$ cat config.mk
export PLATFORM = sky130hd
export DESIGN_NAME = piso_serializer
export DESIGN_NICKNAME = d
export VERILOG_FILES = /design/src/rtl/piso_serializer.sv
export SDC_FILE = /design/constraint.sdc
export NUM_CORES = 1
export LEC_CHECK = 0
export CAP_MARGIN = 25
export CORE_MARGIN = 3
export CORE_UTILIZATION = 52
export CTS_BUF_LIST = sky130_fd_sc_hd__clkbuf_4 sky130_fd_sc_hd__clkbuf_8
export DETAILED_ROUTE_END_ITERATION = 8
export PLACE_DENSITY = 0.94
export SLEW_MARGIN = 40
export SYNTH_ARGS = -nofsm -noshare
export SYNTH_HDL_FRONTEND = slang
export SYNTH_SLANG_ARGS = --single-unit
$ cat constraint.sdc
create_clock -name clk -period 2.05 [get_ports clk]
set_input_delay 0.41 -clock clk [delete_from_list [all_inputs] [get_ports clk]]
set_output_delay 0.41 -clock clk [all_outputs]
set_load 0.01 [all_outputs]
$ cat src/rtl/piso_serializer.sv
// Parallel-in, serial-out shift register with a load handshake and a bit counter.
// Back-to-back frames are gap-free, and a one-cycle done pulse follows each completed frame.
module piso_serializer #(
    parameter int WIDTH      = 8,
    parameter bit MSB_FIRST  = 1'b1,
    parameter bit IDLE_LEVEL = 1'b0,
    localparam int CW        = (WIDTH > 1) ? $clog2(WIDTH) : 1
) (
    input  logic             clk,
    input  logic             rs,
    input  logic [WIDTH-1:0] PI,
    input  logic             load,
    output logic             ready,
    output logic             sout,
    output logic             sout_valid,
    output logic             sout_last,
    output logic             done,
    output logic [CW-1:0]    busy_cnt
);

    typedef enum logic [0:0] {
        ST_IDLE  = 1'b0,
        ST_SHIFT = 1'b1
    } state_t;

    localparam logic [CW-1:0] CNT_LAST = CW'(WIDTH - 1);
    localparam logic [CW-1:0] CNT_ZERO = {CW{1'b0}};
    localparam logic [CW-1:0] CNT_ONE  = CW'(1);

    state_t           state_r, state_nx_s;
    logic [WIDTH-1:0] shreg_r, shreg_nx_s;
    logic [CW-1:0]    cnt_r, cnt_nx_s;
    logic             done_r, done_nx_s;
    logic             shift_s, last_s, head_s;

    // Move every bit one place toward the transmitted end and zero-fill the far end.
    function automatic logic [WIDTH-1:0] shift_to_head(input logic [WIDTH-1:0] v);
        logic [WIDTH-1:0] r;
        if (MSB_FIRST) begin
            r = {v[WIDTH-2:0], 1'b0};
        end else begin
            r = {1'b0, v[WIDTH-1:1]};
        end
        return r;
    endfunction

    assign shift_s    = (state_r == ST_SHIFT);
    assign last_s     = shift_s && (cnt_r == CNT_LAST);
    assign head_s     = MSB_FIRST ? shreg_r[WIDTH-1] : shreg_r[0];

    // Outputs are pure decodes of state, counter and shift register, so nothing combinational reaches sout from load or PI.
    assign sout       = shift_s ? head_s : IDLE_LEVEL;
    assign sout_valid = shift_s;
    assign sout_last  = last_s;
    assign ready      = !shift_s || last_s;
    assign done       = done_r;
    assign busy_cnt   = cnt_r;

    // Next-state, shift-register and counter update.
    always_comb begin
        state_nx_s = state_r;
        shreg_nx_s = shreg_r;
        cnt_nx_s   = cnt_r;
        done_nx_s  = 1'b0;
        case (state_r)
            ST_IDLE: begin
                if (load) begin
                    state_nx_s = ST_SHIFT;
                    shreg_nx_s = PI;
                    cnt_nx_s   = CNT_ZERO;
                end else begin
                    state_nx_s = ST_IDLE;
                end
            end
            ST_SHIFT: begin
                if (last_s) begin
                    done_nx_s = 1'b1;
                    // A load on the final bit chains the next word with no idle gap.
                    if (load) begin
                        state_nx_s = ST_SHIFT;
                        shreg_nx_s = PI;
                        cnt_nx_s   = CNT_ZERO;
                    end else begin
                        state_nx_s = ST_IDLE;
                        shreg_nx_s = {WIDTH{1'b0}};
                        cnt_nx_s   = CNT_ZERO;
                    end
                end else begin
                    shreg_nx_s = shift_to_head(shreg_r);
                    cnt_nx_s   = cnt_r + CNT_ONE;
                end
            end
            default: begin
                state_nx_s = ST_IDLE;
                shreg_nx_s = {WIDTH{1'b0}};
                cnt_nx_s   = CNT_ZERO;
            end
        endcase
    end

    // State registers with synchronous reset, which takes priority over load.
    always_ff @(posedge clk) begin
        if (rs) begin
            state_r <= ST_IDLE;
            shreg_r <= {WIDTH{1'b0}};
            cnt_r   <= CNT_ZERO;
            done_r  <= 1'b0;
        end else begin
            state_r <= state_nx_s;
            shreg_r <= shreg_nx_s;
            cnt_r   <= cnt_nx_s;
            done_r  <= done_nx_s;
        end
    end

endmodule

# Word-level counts from Yosys, hierarchy flattened
# Index checks and enable logic that the tools add are counted.
[classes]
n_reduce_logical = 4
bitwise_logic = 1
n_addsub = 1
muxes = 12
n_eq_ne = 2
[op_table]
columns = ["cell", "count"]
rows = [
  ["$mux 8", 3],
  ["$pmux 8 s2", 1],
  ["$mux 3", 2],
  ["$pmux 3 s2", 1],
  ["$mux 1", 4],
  ["$add 3x1->3 const B", 1],
  ["$eq 3x3->1 const B", 1],
  ["$ne 2x2->1 const B", 1],
  ["$pmux 1 s2", 1],
  ["$reduce_or 2->1", 1],
  ["$logic_and 1x1->1", 1],
  ["$logic_not 1->1", 1],
  ["$logic_or 1x1->1", 1],
  ["$not 1->1", 1],
]
[totals]
regBits = 13
elab_cells = 24
out_inout_bits = 8
in_bits = 11

# Longest topological paths before layout
[logic_depth]
depth_word = 4
ltp_mapped = 6

# Least setup slack after synthesis
# Ideal clock, no wire load.
[synth_timing]
path_type = "reg2out"
from = "register cnt_r[0] (netlist: busy_cnt[0])"
to = "output ready"
setup_slack_ns = 0.526
stages_incl_launch_ff = 6
n_path_buf = 1
arrival_time_ns = 1.114
path_cell_list = "dfxtp_1 ha_1 ha_1 nor2b_4 buf_4 inv_1"
[synth_between]
elab_chain_cells = 3
[synth_rtl]
columns = ["item", "line_no", "text"]
rows = [
  ["start: declaration", "32", "logic [CW-1:0] cnt_r, cnt_nx_s;"],
  ["start signal: assignment", "111", "cnt_r <= cnt_nx_s;"],
  ["$eq 3x3->1", "48", "assign last_s = shift_s && (cnt_r == CNT_LAST);"],
  ["$logic_and 1x1->1", "48", ""],
  ["$logic_or 1x1->1", "55", "assign ready = !shift_s || last_s;"],
  ["end: declaration", "13", "output logic ready,"],
]
# Every way passes these cells.

# Final worst setup path
[layout_timing]
from = "register state_r (netlist: sout_valid)"
to = "output sout"
[layout_between]
elab_chain_cells = 1
[layout_rtl]
columns = ["item", "line_no", "text"]
rows = [
  ["start: declaration", "30", "state_t state_r, state_nx_s;"],
  ["start signal: assignment", "109", "state_r <= state_nx_s;"],
  ["$mux 1", "52", "assign sout = shift_s ? head_s : IDLE_LEVEL;"],
  ["end: declaration", "14", "output logic sout,"],
]
# Every way passes these cells.

==> out/qor.yml <==
status: "finished, final reports clean"
critical_path_arrival_ns: 1.47
firstDrtPassIters: 4
dpl.hpwl_mm: 1.06
wire_per_inst_um: 12.9
crit_slowest_cell: "clkdlybuf4s50_1"
p_total_mw: 0.547
crit_family: "buffers and inverters"
place.gp.congestion: 0.780
synthAdderAreaFrac_pct: 3.68
antenna_found_initial: 0
startpoint_type: "flop"
initial_core_util_pct: 58.1
io_pins: 19
critPathBufInv: 1
holdWs_ns: 0.504
setup_ws_ns: 0.168
drt_iter0_markers: 19
switching_share_pct: 26.8
io_buffers: 18
async_reset_ff_share_pct: 0
postCtsSetupBuffers: 0
comb_power_share_pct: 19.6
switching_power_mw: 0.147
grt-ovfl-total: 0
cts_tree: "done"
antenna_cells: 0
yosys.cell_types.count: 19
clock_power_share_pct: 29.2
fp.dieW_um: 42.2
clock_skew_ns: 0.00127
grt_max_degree: 14
die-area_mm2: 0.00178
grt_pass1_wl_mm: 2.55
drt.antenna.violating_nets: 0
crit_required_ns: 1.64
numCtsBuffers: 3
crit_chain: "and2_1 > clkdlybuf4s50_1"
yosysTopAreaCell: "dfxtp_1"
ys_top_cells_by_count: "nor2_1, dfxtp_1, a22oi_1"
vdd_drop_max_mv: 0.414
core_mm2: 0.00117
slowest_delay_ns: 0.52
synth_edf_count: 0
seqPwrFrac_pct: 51.2
fin_crit_sh_pct: 91.8
fin_tns_setup_ns: 0
finalNetCount: 110
synth-seq-cells: 13
place_worst_setup_slack_ns: 0.212
num_vias: 609
synth_top_flop_cell: "dfxtp_1"
yosysSeqAreaShare_pct: 38.2
hp-class: "flop to flop"
synth_area_per_cell_um2: 8.96
avgViaCountPerCell: 5.54
synth.top_cell.area_share_pct: 38.2
synth_nets: 89
muxShareOfSynthArea_pct: 2.94
synth_cells: 76
tightest_slew_ns: 0.577
cts.sinks: 13
die_h_um: 42.2
synth-simple-area-share_pct: 15.1
grt_pass1_vias: 618
fill_cells: 89
synth_area_um2: 681
synth_compound_area_share_pct: 30.1
synthXorXnorAreaFrac_pct: 0
setup_viol: 0
p_int_mw: 0.400
relSlewSlack_pct: 61.4
clk_pin_slew_ns: 0.08
clockRootBuffer: "clkbuf_4"
drv_cap: 0
rows: 12
slew_viol_final: 0
clockBufferDepth: 2
syn_to_final_growth_pct: 32.4
synth_area_leaders: "dfxtp_1, a22oi_1, a211oi_2"
rsz0062_at_grt: "no"
synth_top_family_by_area: "compound AO/OA/AOI/OAI gates"
synth.most_common_cell: "nor2_1"
power.leakage_nw: 0.408
track_usage_pct: 18.5
clock_latency_ns: 0.28
crit_path_end_kind: "output pin"
cp_max_fo: 10
drive_above_1_share_pct: 17.7
htree_num_levels: 1
routed_wirelength_mm: 1.42
fmax_mhz: 531
critical_path_class: "flop to output pin"
route.detailed.drc: 0
layout_min_cycle_time_ns: 1.88
p_per_area_mw_per_mm2: 607
hold_violations: 0
ys_warn_count: 0
sequential cells by signal, indices dropped and copies added, names as in the netlist:
name / count
busy_cnt: 3
done: 1
shreg_r: 8
sout_valid: 1
stage by stage:
step,utilization (%),std cells,instance area [µm²]
floorplan,-,76,681
global placement,74.4,106,871
detailed placement,74.4,106,871
CTS,76.9,110,901
global route,76.9,110,901
finish,76.9,110,901
what timing repair did:
action / CTS / global route
gates resized for setup: 5 / 0
endpoints found under the setup margin: 2 / 0
hold buffers: 0 / 0
final timing paths:
path | slack, ns | from | to | depth (start not counted)
setup / recovery | 0.17 | sout_valid | sout | 2
hold / removal | 0.50 | shreg_r[7] | shreg_r[7] | 2
setup reg to reg | 0.62 | busy_cnt[0] | shreg_r[4] | 5
hold reg to reg | 0.50 | shreg_r[7] | shreg_r[7] | 2
area by class of cell:
| cell class | instances | area (µm²) | share of cell area, % |
|---|---|---|---|
| multi-input combinational | 49 | 355 | 39.4 |
| clock buffer | 3 | 22.5 | 2.50 |
| sequential | 13 | 263 | 29.2 |
| inverter | 8 | 30.0 | 3.33 |
| timing repair buffer | 22 | 208 | 23.1 |
| clock inverter | 1 | 5.00 | 0.556 |
| tap | 14 | 17.5 | 1.94 |
cells by family (layout without fill, tap and decap cells):
family                     Yosys count  in the layout
buffers and inverters               14             34
muxes                                2              2
adders and majority gates            2              2
AOI/OAI and AO/OA                   24             24
and+or+nand+nor                     21             21
DFF                                 13             13
worst reg2reg max path: cells and delay by family (launching register included):
family                   cells  cell delay (ns)
AO/OA/AOI/OAI                2             0.33
flip-flops                   1             0.35
adder cells (fa/ha/maj)      2             0.36
AND/OR/NAND/NOR              1             0.30
power groups by stage:
stage,combinational [mW],sequential (mW),clock [mW]
5_1_grt,0.117,0.282,0.183
4_1_cts,0.107,0.280,0.166
6_report,0.107,0.280,0.160
2_1_floorplan,0.0625,0.283,0
3_5_place_dp,0.108,0.285,0
3_3_place_gp,0.104,0.284,0
layout by cell type, fill, tap and decap left out, drive strengths merged:
master         count
a211oi             7
clkbuf             3
and2               3
clkdlybuf4s50     16
buf                4
ha                 2
nor2b              2
mux2i              2
dlygate4sd2        2
nor2              14
clkinv             1
nand3              1
o21a               1
a21o               7
inv                8
a22oi              9
or2                1
dfxtp             13
metal layers:
metal  vias to the layer above  share of wire [%]  global-route usage (%)
li1                        301                  -                       -
met4                         0                2.7                    11.8
met3                         5                5.5                    6.01
met5                         -                  0                       0
met1                       283                 44                    20.5
met2                        20                 48                    30.1
Note: power is estimated with default switching activity, not from simulation.
